[src/rtl/page_cmd_exec.sv]
// Page-command executor: expands one page command into NAND CMD/ADDR ops,
// times the confirm delay, polls R/B# and reports per-request completion.
module page_cmd_exec #(
  parameter logic [23:0] RB_TIMEOUT = 24'hFFFFFF
) (
  input  logic        clk,
  input  logic        rst,
  output logic        o_page_cmd_ready,
  input  logic        i_page_cmd_valid,
  input  logic [15:0] i_page_cmd,
  input  logic        i_page_cmd_last,
  input  logic [15:0] i_page_cmd_id,
  input  logic [47:0] i_page_addr,
  input  logic [31:0] i_page_cmd_param,
  output logic        o_op_valid,
  output logic [1:0]  o_op_type,
  output logic [7:0]  o_op_data,
  input  logic        i_op_ready,
  input  logic        i_rb_n,
  output logic        o_cmp_valid,
  output logic [15:0] o_cmp_id,
  output logic [1:0]  o_cmp_status,
  input  logic        i_cmp_ready
);

  typedef enum logic [2:0] {
    S_IDLE,
    S_CMD1,
    S_ADDR,
    S_CMD2,
    S_DELAY,
    S_RBWAIT,
    S_DONE
  } state_t;

  state_t      state_q, state_d;
  state_t      post_addr, post_cmd2;
  logic        rdy_q, rdy_d;
  logic [15:0] cmd_q, cmd_d;
  logic        last_q, last_d;
  logic [15:0] id_q, id_d;
  logic [47:0] addr_q, addr_d;
  logic [2:0]  nadr_q, nadr_d;
  logic [11:0] dly_q, dly_d;
  logic        poll_q, poll_d;
  logic [2:0]  idx_q, idx_d;
  logic [11:0] cnt_q, cnt_d;
  logic [23:0] tmr_q, tmr_d;
  logic        sticky_q, sticky_d;
  logic        rb_s1_q, rb_s1_d;
  logic        rb_s2_q, rb_s2_d;
  logic        accept;
  logic        unused_param;

  assign unused_param = ^i_page_cmd_param[31:16];

  assign accept = (state_q == S_IDLE) && rdy_q && i_page_cmd_valid;

  // Where to go once the address phase (or the confirm) is finished.
  always_comb begin
    post_cmd2 = poll_q ? S_RBWAIT : S_DONE;
    post_addr = (cmd_q[15:8] != 8'h00) ? S_CMD2 : post_cmd2;
  end

  always_comb begin
    state_d  = state_q;
    cmd_d    = cmd_q;
    last_d   = last_q;
    id_d     = id_q;
    addr_d   = addr_q;
    nadr_d   = nadr_q;
    dly_d    = dly_q;
    poll_d   = poll_q;
    idx_d    = idx_q;
    cnt_d    = cnt_q;
    tmr_d    = '0;
    sticky_d = sticky_q;
    rb_s1_d  = i_rb_n;
    rb_s2_d  = rb_s1_q;
    unique case (state_q)
      S_IDLE: begin
        if (accept) begin
          cmd_d   = i_page_cmd;
          last_d  = i_page_cmd_last;
          id_d    = i_page_cmd_id;
          addr_d  = i_page_addr;
          nadr_d  = (i_page_cmd_param[3:1] > 3'd6) ? 3'd6
                                                    : i_page_cmd_param[3:1];
          dly_d   = i_page_cmd_param[15:4];
          poll_d  = i_page_cmd_param[0];
          idx_d   = '0;
          state_d = S_CMD1;
        end
      end
      S_CMD1: begin
        if (i_op_ready) begin
          idx_d   = '0;
          state_d = (nadr_q == 3'd0) ? post_addr : S_ADDR;
        end
      end
      S_ADDR: begin
        // Address register shifts so the current byte is always [7:0].
        if (i_op_ready) begin
          addr_d = {8'h00, addr_q[47:8]};
          idx_d  = idx_q + 3'd1;
          if (idx_d == nadr_q) begin
            state_d = post_addr;
          end
        end
      end
      S_CMD2: begin
        if (i_op_ready) begin
          cnt_d   = dly_q;
          state_d = (dly_q == 12'd0) ? post_cmd2 : S_DELAY;
        end
      end
      S_DELAY: begin
        cnt_d = cnt_q - 12'd1;
        if (cnt_q <= 12'd1) begin
          cnt_d   = '0;
          state_d = post_cmd2;
        end
      end
      S_RBWAIT: begin
        if (rb_s2_q) begin
          state_d = S_DONE;
        end else begin
          tmr_d = tmr_q + 24'd1;
          if (tmr_d == RB_TIMEOUT) begin
            sticky_d = 1'b1;
            state_d  = S_DONE;
          end
        end
      end
      S_DONE: begin
        if (!last_q) begin
          state_d = S_IDLE;
        end else if (i_cmp_ready) begin
          sticky_d = 1'b0;
          state_d  = S_IDLE;
        end
      end
      default: begin
        state_d = S_IDLE;
      end
    endcase
    rdy_d = (state_q == S_IDLE) && !accept;
  end

  always_ff @(posedge clk or posedge rst) begin
    if (rst) begin
      state_q  <= S_IDLE;
      rdy_q    <= 1'b0;
      cmd_q    <= '0;
      last_q   <= 1'b0;
      id_q     <= '0;
      addr_q   <= '0;
      nadr_q   <= '0;
      dly_q    <= '0;
      poll_q   <= 1'b0;
      idx_q    <= '0;
      cnt_q    <= '0;
      tmr_q    <= '0;
      sticky_q <= 1'b0;
      rb_s1_q  <= 1'b0;
      rb_s2_q  <= 1'b0;
    end else begin
      state_q  <= state_d;
      rdy_q    <= rdy_d;
      cmd_q    <= cmd_d;
      last_q   <= last_d;
      id_q     <= id_d;
      addr_q   <= addr_d;
      nadr_q   <= nadr_d;
      dly_q    <= dly_d;
      poll_q   <= poll_d;
      idx_q    <= idx_d;
      cnt_q    <= cnt_d;
      tmr_q    <= tmr_d;
      sticky_q <= sticky_d;
      rb_s1_q  <= rb_s1_d;
      rb_s2_q  <= rb_s2_d;
    end
  end

  always_comb begin
    o_op_valid = 1'b0;
    o_op_type  = 2'd0;
    o_op_data  = 8'h00;
    case (state_q)
      S_CMD1: begin
        o_op_valid = 1'b1;
        o_op_data  = cmd_q[7:0];
      end
      S_ADDR: begin
        o_op_valid = 1'b1;
        o_op_type  = 2'd1;
        o_op_data  = addr_q[7:0];
      end
      S_CMD2: begin
        o_op_valid = 1'b1;
        o_op_data  = cmd_q[15:8];
      end
      default: ;
    endcase
  end

  assign o_page_cmd_ready = rdy_q;
  assign o_cmp_valid      = (state_q == S_DONE) && last_q;
  assign o_cmp_id         = o_cmp_valid ? id_q : 16'h0000;
  assign o_cmp_status     = o_cmp_valid ? {1'b0, sticky_q} : 2'b00;

endmodule

[config.mk]
export PLATFORM = sky130hd
export DESIGN_NAME = page_cmd_exec
export DESIGN_NICKNAME = d
export VERILOG_FILES = /design/src/rtl/page_cmd_exec.sv
export SDC_FILE = /design/constraint.sdc
export NUM_CORES = 1
export LEC_CHECK = 0
export ABC_AREA = 1
export BUFFER_PORTS_ARGS = -buffer_cell sky130_fd_sc_hd__buf_2
export CAP_MARGIN = 15
export CORE_MARGIN = 3
export CORE_UTILIZATION = 40
export CTS_BUF_LIST = sky130_fd_sc_hd__clkbuf_4 sky130_fd_sc_hd__clkbuf_8
export CTS_CLUSTER_DIAMETER = 60
export CTS_CLUSTER_SIZE = 28
export DETAILED_ROUTE_END_ITERATION = 16
export PLACE_DENSITY = 0.58
export SLEW_MARGIN = 20
export SYNTH_ARGS = -nofsm -noshare
export SYNTH_HDL_FRONTEND = slang
export SYNTH_SLANG_ARGS = --single-unit
[constraint.sdc]
create_clock -name clk -period 11.7 [get_ports clk]
set_clock_uncertainty 0.05 [all_clocks]
set_input_delay 2.34 -clock clk [delete_from_list [all_inputs] [get_ports clk]]
set_output_delay 2.34 -clock clk [all_outputs]
set_load 0.005 [all_outputs]
After elaboration in Yosys (flattened, before gate mapping)
Index checks and enable logic that the tools add are counted.
{"block": "word_totals", "elab_cells": 98, "register_bits": 143, "input_bits": 119, "output_inout_bits": 31}
{"block": "op_classes", "mux": 38, "order_cmp": 2, "n_eq_ne": 20, "add_sub_neg": 3, "reduce_logical": 20}
{"op": "two-way mux 48 bit", "count": 2}
{"op": "one-hot mux 48 bit (2 select lines)", "count": 1}
{"op": "two-way mux 24 bit", "count": 2}
{"op": "two-way mux 3 bit", "count": 16}
{"op": "adder 24 x 1 -> 24 bit, second input constant", "count": 1}
{"op": "equality test 24 bit, second input constant", "count": 1}
{"op": "two-way mux 12 bit", "count": 2}
{"op": "one-hot mux 12 bit (2 select lines)", "count": 1}
{"op": "one-hot mux 8 bit (3 select lines)", "count": 1}
{"op": "one-hot mux 3 bit (7 select lines)", "count": 1}
{"op": "inequality test 2 bit, second input constant", "count": 10}
{"op": "two-way mux 16 bit", "count": 1}
{"op": "<= comparator 12 x 1 -> 1 bit, second input constant", "count": 1}
{"op": "logical NOT 12 bit", "count": 1}
{"op": "subtractor 12 x 1 -> 12 bit, second input constant", "count": 1}
{"op": "equality test 3 bit, second input constant", "count": 3}
{"op": "one-hot mux 3 bit (3 select lines)", "count": 1}
{"op": "AND reduction 8 bit", "count": 1}
{"op": "nonzero test 8 bit", "count": 1}
{"op": "two-way mux 1 bit", "count": 7}
{"op": "equality test 3 x 2 -> 1 bit, second input constant", "count": 2}
{"op": "logical NOT 3 bit", "count": 2}
{"op": "inequality test 3 bit, second input constant", "count": 2}
{"op": "nonzero test 2 bit", "count": 3}
{"op": "other kinds (14)", "count": 19}

Logic depth before layout (Yosys ltp)
Gate-level depths: netlist (run 1).
{"block": "depth", "ltp_word": 5, "ltp_mapped": 16, "mapped_depth_nobuf": 16}

Least setup slack after synthesis (run 1)
OpenSTA, ideal clock, no wires.
{"block": "synth_timing", "kind": "register to output", "start": "reg state_q[2]", "end": "out o_op_type[0]", "stages_incl_launch_ff": 5, "arrival_time_ps": 1200, "required_ps": 9310, "n_path_buf": 3, "setup_slack_ps": 8110, "cell_sequence": "dfrtp_1 buf_2 nor3_2 clkbuf_1 buf_2"}
{"block": "synth_between", "elab_chain_len": 2}
{"item": "start: declaration", "line_no": "36", "text": "state_t state_q, state_d;"}
{"item": "start signal: assignment", "line_no": "168", "text": "state_q <= state_d;"}
{"item": "equality test 3 x 2 -> 1 bit", "line_no": "190", "text": "case (state_q)"}
{"item": "two-way mux 1 bit", "line_no": "190"}
{"item": "end: declaration", "line_no": "16", "text": "output logic [1:0] o_op_type,"}
Every way passes these cells.

Worst setup path after layout (run 1)
{"block": "layout_timing", "start": "reg state_q[2]", "end": "out o_op_data[5]"}
{"block": "layout_between", "elab_chain_len": 2, "elab_cells_between_ends": 4, "classes_between": "eq/ne: 3; mux: 1"}
{"item": "equality test 3 x 2 -> 1 bit / equality test 3 x 1 -> 1 bit (equally long branches)", "line_no": "190"}
{"item": "one-hot mux 8 bit (3 select lines) *", "line_no": "190"}
{"item": "end: declaration", "line_no": "17", "text": "output logic [7:0] o_op_data,"}
Every way passes the cells marked *; elsewhere a longest branch is shown, timed or not.

==> results of run 1 <==
==> area by class of cell <==
| type | count | area share, % |
|---|---|---|
| clock buffer | 18 | 2.803 |
| clock inverter | 14 | 2.643 |
| inverter | 134 | 5.897 |
| multi-input combinational | 634 | 35.72 |
| sequential | 143 | 41.54 |
| tap | 225 | 3.268 |
| timing repair buffer | 137 | 8.134 |
==> through the flow <==
step                      util (%)  setup slack (ps)  hold WS (ps)  instance area, um2
after floorplan                  -              5472         281.2                7331
after global placement       46.29              7013         292.5                8145
after detailed placement     46.29              7024         289.5                8145
after CTS                    48.95              6529         309.6                8615
after global routing         48.95              6343         323.0                8615
final                        48.95              6555         300.6                8615
==> worst reg2reg max path, delay by kind of cell (launching register included) <==
kind                   cells  cell delay (ps)
flip-flops                 1              510
AND/OR/NAND/NOR            1              220
buffers and inverters      3             1670
AO/OA/AOI/OAI              3              670
==> where the power goes <==
group | internal, mW | leakage, nW | switching (mW) | total, mW
sequential | 0.684 | 1.80 | 0.0995 | 0.784
combinational | 0.221 | 2.18 | 0.402 | 0.623
clock | 0.260 | 0.226 | 0.207 | 0.468
==> path summary, 6_finish.rpt <==
kind | start | to | slack (ps) | depth (start not counted)
max in group asynchronous | rst | state_q[1] | 8290 | 3
min in group asynchronous | rst | id_q[7] | 1960 | 2
hold / removal | rb_s1_q | rb_s2_q | 300 | 0
setup reg to reg | state_q[2] | addr_q[32] | 8500 | 7
hold reg to reg | rb_s1_q | rb_s2_q | 300 | 0
setup / recovery | state_q[2] | o_op_data[5] | 6550 | 5
==> synth_stat cells, drive strengths merged <==
| library cell | n |
|---|---|
| ha | 5 |
| clkbuf | 23 |
| o31ai | 1 |
| xnor2 | 5 |
| a2111oi | 1 |
| o221ai | 5 |
| o21bai | 1 |
| conb | 1 |
| a21oi | 8 |
| xor2 | 6 |
| nor4 | 3 |
| buf | 17 |
| or2 | 2 |
| nand4 | 6 |
| nand3b | 5 |
| nand3 | 31 |
| dfrtp | 143 |
| nand2 | 290 |
| o21ai | 89 |
| nor3 | 7 |
| o22ai | 1 |
| and2 | 1 |
| nor2 | 107 |
| o21a | 1 |
| o211ai | 45 |
| o2111ai | 1 |
| a31oi | 11 |
| inv | 134 |
==> placed cells by master, fill, tap and decap left out, types with 2 or more instances in the layout <==
| cell | netlist | routed |
|---|---|---|
| a21oi_1 | 8 | 8 |
| clkbuf_8 | 0 | 17 |
| buf_4 | 6 | 6 |
| clkinvlp_4 | 0 | 3 |
| inv_2 | 3 | 3 |
| buf_2 | 11 | 131 |
| bufinv_16 | 0 | 5 |
| inv_1 | 131 | 130 |
| nor3_1 | 5 | 5 |
| nand2_4 | 3 | 3 |
| xor2_1 | 6 | 6 |
| or2_2 | 2 | 2 |
| inv_6 | 0 | 4 |
| conb_1 | 1 | 2 |
| o221ai_1 | 5 | 5 |
| o21ai_1 | 4 | 4 |
| ha_1 | 5 | 5 |
| nor2_4 | 5 | 5 |
| nand3b_1 | 5 | 5 |
| nand3_1 | 31 | 31 |
| nor2_1 | 99 | 99 |
| a31oi_1 | 11 | 11 |
| nor3_4 | 1 | 2 |
| o21ai_0 | 84 | 84 |
| nor4_1 | 3 | 3 |
| dfrtp_1 | 143 | 143 |
| nand2_2 | 5 | 5 |
| xnor2_1 | 4 | 4 |
| o211ai_1 | 45 | 45 |
| nand2_1 | 282 | 282 |
| clkinv_4 | 0 | 2 |
| nand4_1 | 6 | 6 |
| nor2_2 | 2 | 2 |
==> per-layer routing <==
layer,share of wire [%],wire length [um]
met5,0.27,49
met1,47,8390
met2,47,8515
met3,5.5,989
met4,0.54,97
==> flip-flops by register name, summed over array words and instances (netlist names) <==
signal,cells
nadr_q,3
idx_q,3
dly_q,12
state_q,3
tmr_q,24
rb_s2_q,1
id_q,16
cmd_q,16
poll_q,1
last_q,1
addr_q,48
o_page_cmd_ready,1
cnt_q,12
rb_s1_q,1
sticky_q,1
==> logic make-up (layout without fill, tap and decap cells) <==
family	after synthesis	count (layout)
AND/OR/NAND/NOR	452	452
buffers and inverters	174	303
AO/OA/AOI/OAI	164	164
flip-flops	143	143
XOR/XNOR	11	11
adder cells (fa/ha/maj)	5	5
other	1	2
==> results.cfg, run 1 <==
[clock_network]
cts_tree = done
cts_htree_levels = 4
cts_buffers = 17
cts_root_buf = clkbuf_8
cts_resized = 0
clock_latency_ps = 440
clock_sinks = 143
postCtsHoldBufs = 0
cts_max_path_buffers = 2
cts_setup_buffers = 0
cts.clk_slew.worst_paths_ps = 90

[timing]
finalSetupTns_ps = 0
rsz0062_at_grt = no
period_needed_ps = 5145
maxSlewViolCount = 0
fmax_mhz = 194.3
max_slew.worst_pin.slew_ps = 855.3
setup_viol = 0
max-slew-margin-rel_pct = 42.98
finalCritPeriodShare_pct = 43.98
hold_violations = 0

[detailed_routing]
avgViaCountPerCell = 4.779
dr.pass1.iters = 5
final_antenna_net_count = 0
drc_errors = 0
routed_wl_um = 18040
vias = 6237
first_iter_violations = 399
wl_per_cell_um = 13.83

[critical_path]
required_ps = 9310
crit_path_end_kind = output port
crit_buf_inv = 3
critical_path_class = flip-flop to output port
slowest_stage = buf_4
start_kind = flip-flop
path_cells = nor3_4, buf_4, inv_1, o221ai_1, buf_2
cp_top_family = buffers and inverters
crit_path_max_incr_delay_ps = 630
critPathMaxFanout = 84
crit_arrival_ps = 2760

[logic_synthesis]
synth_seq_cells = 143
synth_top_family_by_area = simple AND/OR/NAND/NOR gates
syn_area_per_cell_um2 = 7.713
synth_cells = 950
synth_xor_area_share_pct = 1.417
synth_fa_ha_area_share_pct = 0.8538
synth_cell_types = 40
synth_compound_area_share_pct = 13.46
synth_top_cell_by_area = dfrtp_1
yosys.area_share.simple_pct = 25.97
syn_area_um2 = 7327
synth.top_cell.area_share_pct = 48.84
synth_seq_area_share_pct = 48.84
synth.area.top_cells = dfrtp_1 49%, nand2_1 14%, inv_1 6.7%
synth_mux_area_share_pct = 0
yosys_warnings = 0

[cells_and_area]
fillers = 1788
antenna_cells = 0
nNetsFinal = 1191
drive_above_1_share_pct = 18.06
multi_input_area_um2 = 3077
regArea_um2 = 3578
syn_to_final_growth_pct = 17.57
stdcell_count = 1305

[global_route]
top_usage_layer = met2
grt_pass1_vias = 6103
antenna_found_initial = 4
grt_pass1_wl_um = 30100
track_usage_pct = 18.70
overflow = 0
grt_util_met2_pct = 29.92
grt_use_met3_pct = 6.269
grtUsageMet1_pct = 24.92
grt_max_degree = 89

[job]
drv_cap = 0

[power_and_ir_drop]
peakVddDrop_mv = 0.1113
p_total_mw = 1.874
power_leakage_nw = 4.210
powerDensity_nw_per_um2 = 217.5

[floorplanning]
die_y_um = 141.3
coreArea_um2 = 17600
start_util_pct = 41.64
rows = 48
die_w_um = 141.3
io_pins = 150
die_area_um2 = 19980

[placed_design]
gp_congestion = 0.8290
portBuffers = 131
dp.cells = 1273
dp_hpwl_um = 12820

[run_status]
outcome = finished clean

[worst_hold_path]
hold_path.class = flip-flop to flip-flop
Power figures use the tool's default switching activity.
==> run 2: changes to the inputs <==
==> constraint.sdc (replaced) <==
create_clock -name clk -period 5.4 [get_ports clk]
set_clock_uncertainty 0.05 [all_clocks]
set_input_delay 1.08 -clock clk [delete_from_list [all_inputs] [get_ports clk]]
set_output_delay 1.08 -clock clk [all_outputs]
set_load 0.005 [all_outputs]
==> results.cfg, run 2 (same netlist as run 1, synthesis figures left out) <==
[timing]
rsz0062_at_grt = no
whs_ps = 303.5
setup_viol = 0
maxSlewViolCount = 0
max_slew.worst_pin.slew_ps = 896.2
max-slew-margin-rel_pct = 40.11
finalSetupTns_ps = 0
finalCritPeriodShare_pct = 62.35
hold_violations = 0
period_needed_ps = 3367
fmax_mhz = 297.0

[floorplanning]
coreArea_um2 = 17600
io_pins = 150
die_area_um2 = 19980
die_y_um = 141.3
start_util_pct = 41.64
rows = 48
die_w_um = 141.3

[global_route]
grt_util_met2_pct = 28.87
grt_use_met3_pct = 5.999
grt_max_degree = 110
grt_pass1_wl_um = 30300
grtUsageMet1_pct = 25.55
top_usage_layer = met2
track_usage_pct = 18.68
grt_pass1_vias = 6147
overflow = 0
antenna_found_initial = 4

[clock_network]
cts_setup_buffers = 0
clock_sinks = 143
cts_max_path_buffers = 2
cts.clk_slew.worst_paths_ps = 80
cts_resized = 0
cts_htree_levels = 4
postCtsHoldBufs = 0
cts_buffers = 17
cts_root_buf = clkbuf_8
clock_latency_ps = 440
cts_tree = done

[cells_and_area]
regMostFlops = addr_q
largest_reg_flops = 48
fillers = 1767
final_cell_mix = 282 x nand2_1, 143 x dfrtp_1, 131 x buf_2, 130 x inv_1, 99 x nor2_1
nNetsFinal = 1191
final_common_cell = nand2_1
drive_above_1_share_pct = 17.98
stdcell_count = 1305
syn_to_final_growth_pct = 16.29
biggestRegsByFlops = addr_q: 48 flops, tmr_q: 24 flops

[critical_path]
critPathMaxFanout = 20
start_kind = flip-flop
crit_path_max_incr_delay_ps = 560
cp_top_family = simple AND/OR/NAND/NOR gates
critical_path_class = flip-flop to output port
path_cells = nand2_1, nor2_1, nand2_1, nor2_1, buf_2
crit_buf_inv = 1
cp-startpoint = state_q[2]
slowest_stage = dfrtp_1
crit_path_end_kind = output port
crit_arrival_ps = 2240
reg2reg_from = state_q[0]
required_ps = 4270

[detailed_routing]
final_antenna_net_count = 0
wl_per_cell_um = 13.72
routed_wl_um = 17910
first_iter_violations = 460
vias = 6272
avgViaCountPerCell = 4.806
drc_errors = 0
dr.pass1.iters = 4

[placed_design]
portBuffers = 131
dp.cells = 1273
dp_hpwl_um = 12690
gp_congestion = 0.8213

[run_status]
outcome = finished clean

[worst_hold_path]
hold_start = rb_s1_q
hold_path.class = flip-flop to flip-flop

[power_and_ir_drop]
power_leakage_nw = 4.175
p_total_mw = 3.856
power_frac_clock_pct = 21.2
power_switching_mw = 1.492
power_frac_comb_pct = 34.9
power_switching_share_pct = 38.71
seq_power_share_pct = 43.9
peakVddDrop_mv = 0.2296
powerDensity_nw_per_um2 = 452.5
cellInternalPower_mw = 2.363

[job]
drv_cap = 0
run 2: cell types whose count changed in the layout (fill, tap and decap cells not counted):
| cell | before | now |
|---|---|---|
| bufinv_16 | 5 | 1 |
| clkbuf_8 | 17 | 19 |
| inv_6 | 4 | 1 |
| clkinvlp_4 | 3 | 2 |
| clkbuf_4 | 1 | 3 |
| clkinv_2 | 0 | 3 |
| diode_2 | 0 | 1 |
run 2: path summary, 6_finish.rpt:
kind / end / slack [ps] / depth (start not counted)
worst max-delay path: o_cmp_id[5] / 2030 / 5
worst min-delay path: rb_s2_q / 300 / 0
worst max register to register: cmd_q[12] / 2290 / 9
worst min register to register: rb_s2_q / 300 / 0
max in group asynchronous: addr_q[40] / 3670 / 3
min in group asynchronous: id_q[12] / 700 / 2
run 2: routing by layer:
layer	vias to the layer above	share of wire [%]	wire, um
met5	-	0.16	28
met3	18	5.5	993
met1	2898	47	8504
met4	6	1.2	214
li1	3243	-	-
met2	107	46	8169
run 2: power groups by stage:
stage	combinational (mW)	sequential, mW	clock, mW
after global placement	1.34	1.71	0
after CTS	1.37	1.70	0.838
after detailed placement	1.36	1.72	0
after floorplan	1.04	1.65	0
after global routing	1.59	1.75	0.887
final	1.34	1.69	0.816
run 2: cell type report:
class | instances | area, um2 | area share [%]
diodes | 1 | 2.502 | 0.02937
clock buffers | 22 | 284.0 | 3.333
clock inverters | 9 | 86.33 | 1.013
inverters | 134 | 510.5 | 5.991
multi-input cells | 634 | 3077 | 36.11
flip-flops and latches | 143 | 3578 | 42.00
well taps | 225 | 281.5 | 3.304
repair buffers | 137 | 700.7 | 8.223
run 2: metrics by stage:
stage               setup slack (ps)  instance area, um2  util (%)
floorplan                      432.1                7331         -
global placement                2103                8145     46.29
detailed placement              2101                8145     46.29
CTS                             1980                8516     48.39
global route                    1735                8521     48.42
finish                          2033                8521     48.42
==> run 3: changes to the inputs <==
--- a/config.mk
+++ b/config.mk
@@ -5,7 +5,7 @@
 export SDC_FILE = /design/constraint.sdc
 export NUM_CORES = 1
 export LEC_CHECK = 0
-export ABC_AREA = 1
+export ABC_AREA = 0
 export BUFFER_PORTS_ARGS = -buffer_cell sky130_fd_sc_hd__buf_2
 export CAP_MARGIN = 15
 export CORE_MARGIN = 3
@@ -14,7 +14,7 @@
 export CTS_CLUSTER_DIAMETER = 60
 export CTS_CLUSTER_SIZE = 28
 export DETAILED_ROUTE_END_ITERATION = 16
-export PLACE_DENSITY = 0.58
+export PLACE_DENSITY = 0.61
 export SLEW_MARGIN = 20
 export SYNTH_ARGS = -nofsm -noshare
 export SYNTH_HDL_FRONTEND = slang
==> constraint.sdc (replaced) <==
create_clock -name clk -period 2.9 [get_ports clk]
set_clock_uncertainty 0.05 [all_clocks]
set_input_delay 0.58 -clock clk [delete_from_list [all_inputs] [get_ports clk]]
set_output_delay 0.58 -clock clk [all_outputs]
set_load 0.005 [all_outputs]
==> results.cfg, run 3 <==
[power_and_ir_drop]
cellInternalPower_mw = 4.801
seq_power_share_pct = 44.1
power_frac_clock_pct = 21.2
power_switching_share_pct = 35.52
power_switching_mw = 2.644
power_frac_comb_pct = 34.7
powerDensity_nw_per_um2 = 895.3
peakVddDrop_mv = 0.5093
power_leakage_nw = 3.998

[timing]
hold_violations = 0
maxSlewViolCount = 0
max-slew-margin-rel_pct = 46.88
setup_viol = 0
period_needed_ps = 2658
rsz0062_at_grt = no
finalSetupTns_ps = 0
finalCritPeriodShare_pct = 91.65
fmax_mhz = 376.3
max_slew.worst_pin.slew_ps = 796.8
whs_ps = 176.4

[detailed_routing]
dr.pass1.iters = 6
drc_errors = 0
final_antenna_net_count = 0
vias = 5424
wl_per_cell_um = 15.84
avgViaCountPerCell = 5.297
first_iter_violations = 292
routed_wl_um = 16220

[logic_synthesis]
yosys_warnings = 0
synth_top_cell_by_area = dfrtp_1
synth.top_cell.area_share_pct = 51.14
synth-async-reset-ratio_pct = 100.0
syn_area_per_cell_um2 = 10.48
synth_cell_types = 60
ys.flop_type = dfrtp_1
syn_area_um2 = 6998
synth_seq_cells = 143
synth.area.top_cells = dfrtp_1 51%, mux2_2 7.4%, mux2i_1 5.9%
synth_seq_area_share_pct = 51.14
synth_commonest_cells = 143 x dfrtp_1, 66 x nand2_1, 60 x o21ai_1, 48 x nor2_1, 46 x mux2_2
synth_cells = 668
synth-edff-count = 0
synth_most_common_cell = dfrtp_1

[clock_network]
postCtsHoldBufs = 0
clock_latency_ps = 440
cts_root_buf = clkbuf_8
cts_setup_buffers = 0
cts_buffers = 17
cts_resized = 0
cts_tree = done
clock_sinks = 143
cts.clk_slew.worst_paths_ps = 80
cts_max_path_buffers = 2
cts_htree_levels = 4

[critical_path]
cp-startpoint = state_q[0]
reg2reg_from = tmr_q[0]
crit_path_end_kind = output port
start_kind = flip-flop
critPathMaxFanout = 19
crit_arrival_ps = 2030
critical_path_class = flip-flop to output port
required_ps = 2270

[placed_design]
portBuffers = 131
dp.cells = 992
dp_hpwl_um = 11820
gp_congestion = 0.8722

[floorplanning]
die_area_um2 = 19120
io_pins = 150
start_util_pct = 41.46
die_y_um = 138.3
coreArea_um2 = 16880
rows = 47
die_w_um = 138.3

[worst_hold_path]
hold_path.class = input pin to asynchronous set/reset pin

[cells_and_area]
biggestRegsByFlops = addr_q: 48 flops, tmr_q: 24 flops
antenna_cells = 0
stdcell_count = 1024
final_common_cell = dfrtp_1
regMostFlops = addr_q
final_cell_mix = 143 x dfrtp_1, 131 x buf_2, 66 x nand2_1, 60 x o21ai_1, 48 x nor2_1
nNetsFinal = 915
largest_reg_flops = 48
drive_above_1_share_pct = 28.86
syn_to_final_growth_pct = 18.85

[job]
drv_cap = 0

[global_route]
grt_pass1_vias = 5542
grt_max_degree = 89
grt_pass1_wl_um = 27250
overflow = 0
antenna_found_initial = 1
track_usage_pct = 17.19

[run_status]
outcome = finished clean
## run 3: changes by cell type after synthesis, sizes merged, moves of 41 or more
cell / before / now
nor2: 107 / 48
o211ai: 45 / 0
mux2: 0 / 56
mux2i: 0 / 41
inv: 134 / 14
nand2: 290 / 66
## run 3: power by group through the flow
stage,sequential [mW],clock [mW],combinational (mW)
6_report,3.28,1.58,2.58
2_1_floorplan,3.12,0,2.03
3_5_place_dp,3.33,0,2.59
5_1_grt,3.40,1.72,2.90
4_1_cts,3.29,1.63,2.60
3_3_place_gp,3.28,0,2.50
## run 3: metal layers
layer	part of all wire, %	vias to the layer above	global-route usage [%]
li1	-	2629	-
met1	42	2603	21.63
met2	49	167	27.88
met3	7.5	23	5.732
met4	2.0	2	6.084
met5	0.080	-	0
## run 3: kinds of logic after synthesis
group	synth area share, %
AND/OR/NAND/NOR	14.14
AO/OA/AOI/OAI	12.28
buffers and inverters	3.290
multiplexers	14.88
adder cells (fa/ha/maj)	0.8940
flip-flops	51.14
XOR/XNOR	3.326
other	0.05359
## run 3: through the flow
stage / total power, mW / cell area, um2 / setup WS, ps / utilization, %
after floorplan: 5.146 / 7005 / 478.9 / -
after CTS: 7.528 / 8317 / 201.8 / 49.28
after detailed placement: 5.919 / 7919 / 480.9 / 46.92
final: 7.446 / 8317 / 242.3 / 49.28
after global routing: 8.018 / 8317 / 89.70 / 49.28
after global placement: 5.778 / 7919 / 499.3 / 46.92
## run 3: final timing paths
check / slack (ps) / end / cells past startpoint
min in group clk: 200 / rb_s1_q / 1
max in group asynchronous: 1910 / addr_q[40] / 3
worst max-delay path: 240 / o_cmp_id[11] / 6
worst min-delay path: 180 / tmr_q[13] / 2
worst max register to register: 400 / state_q[0] / 7
worst min register to register: 320 / rb_s2_q / 0
## run 3: cell type report
| type | instances | area, um2 |
|---|---|---|
| fillers | 1556 | 8561 |
| flip-flops and latches | 143 | 3578 |
| multi-input cells | 470 | 3211 |
| repair buffers | 145 | 798.3 |
| well taps | 220 | 275.3 |
| clock buffers | 20 | 262.8 |
| clock inverters | 12 | 135.1 |
| inverters | 14 | 56.30 |
## run 3: worst max-delay path, stage by stage, from the launching register on
cell     delay [ps]
dfrtp_1         460
buf_4           220
nor2b_1         180
and3_1          240
buf_4           220
and2_1          160
buf_2           110
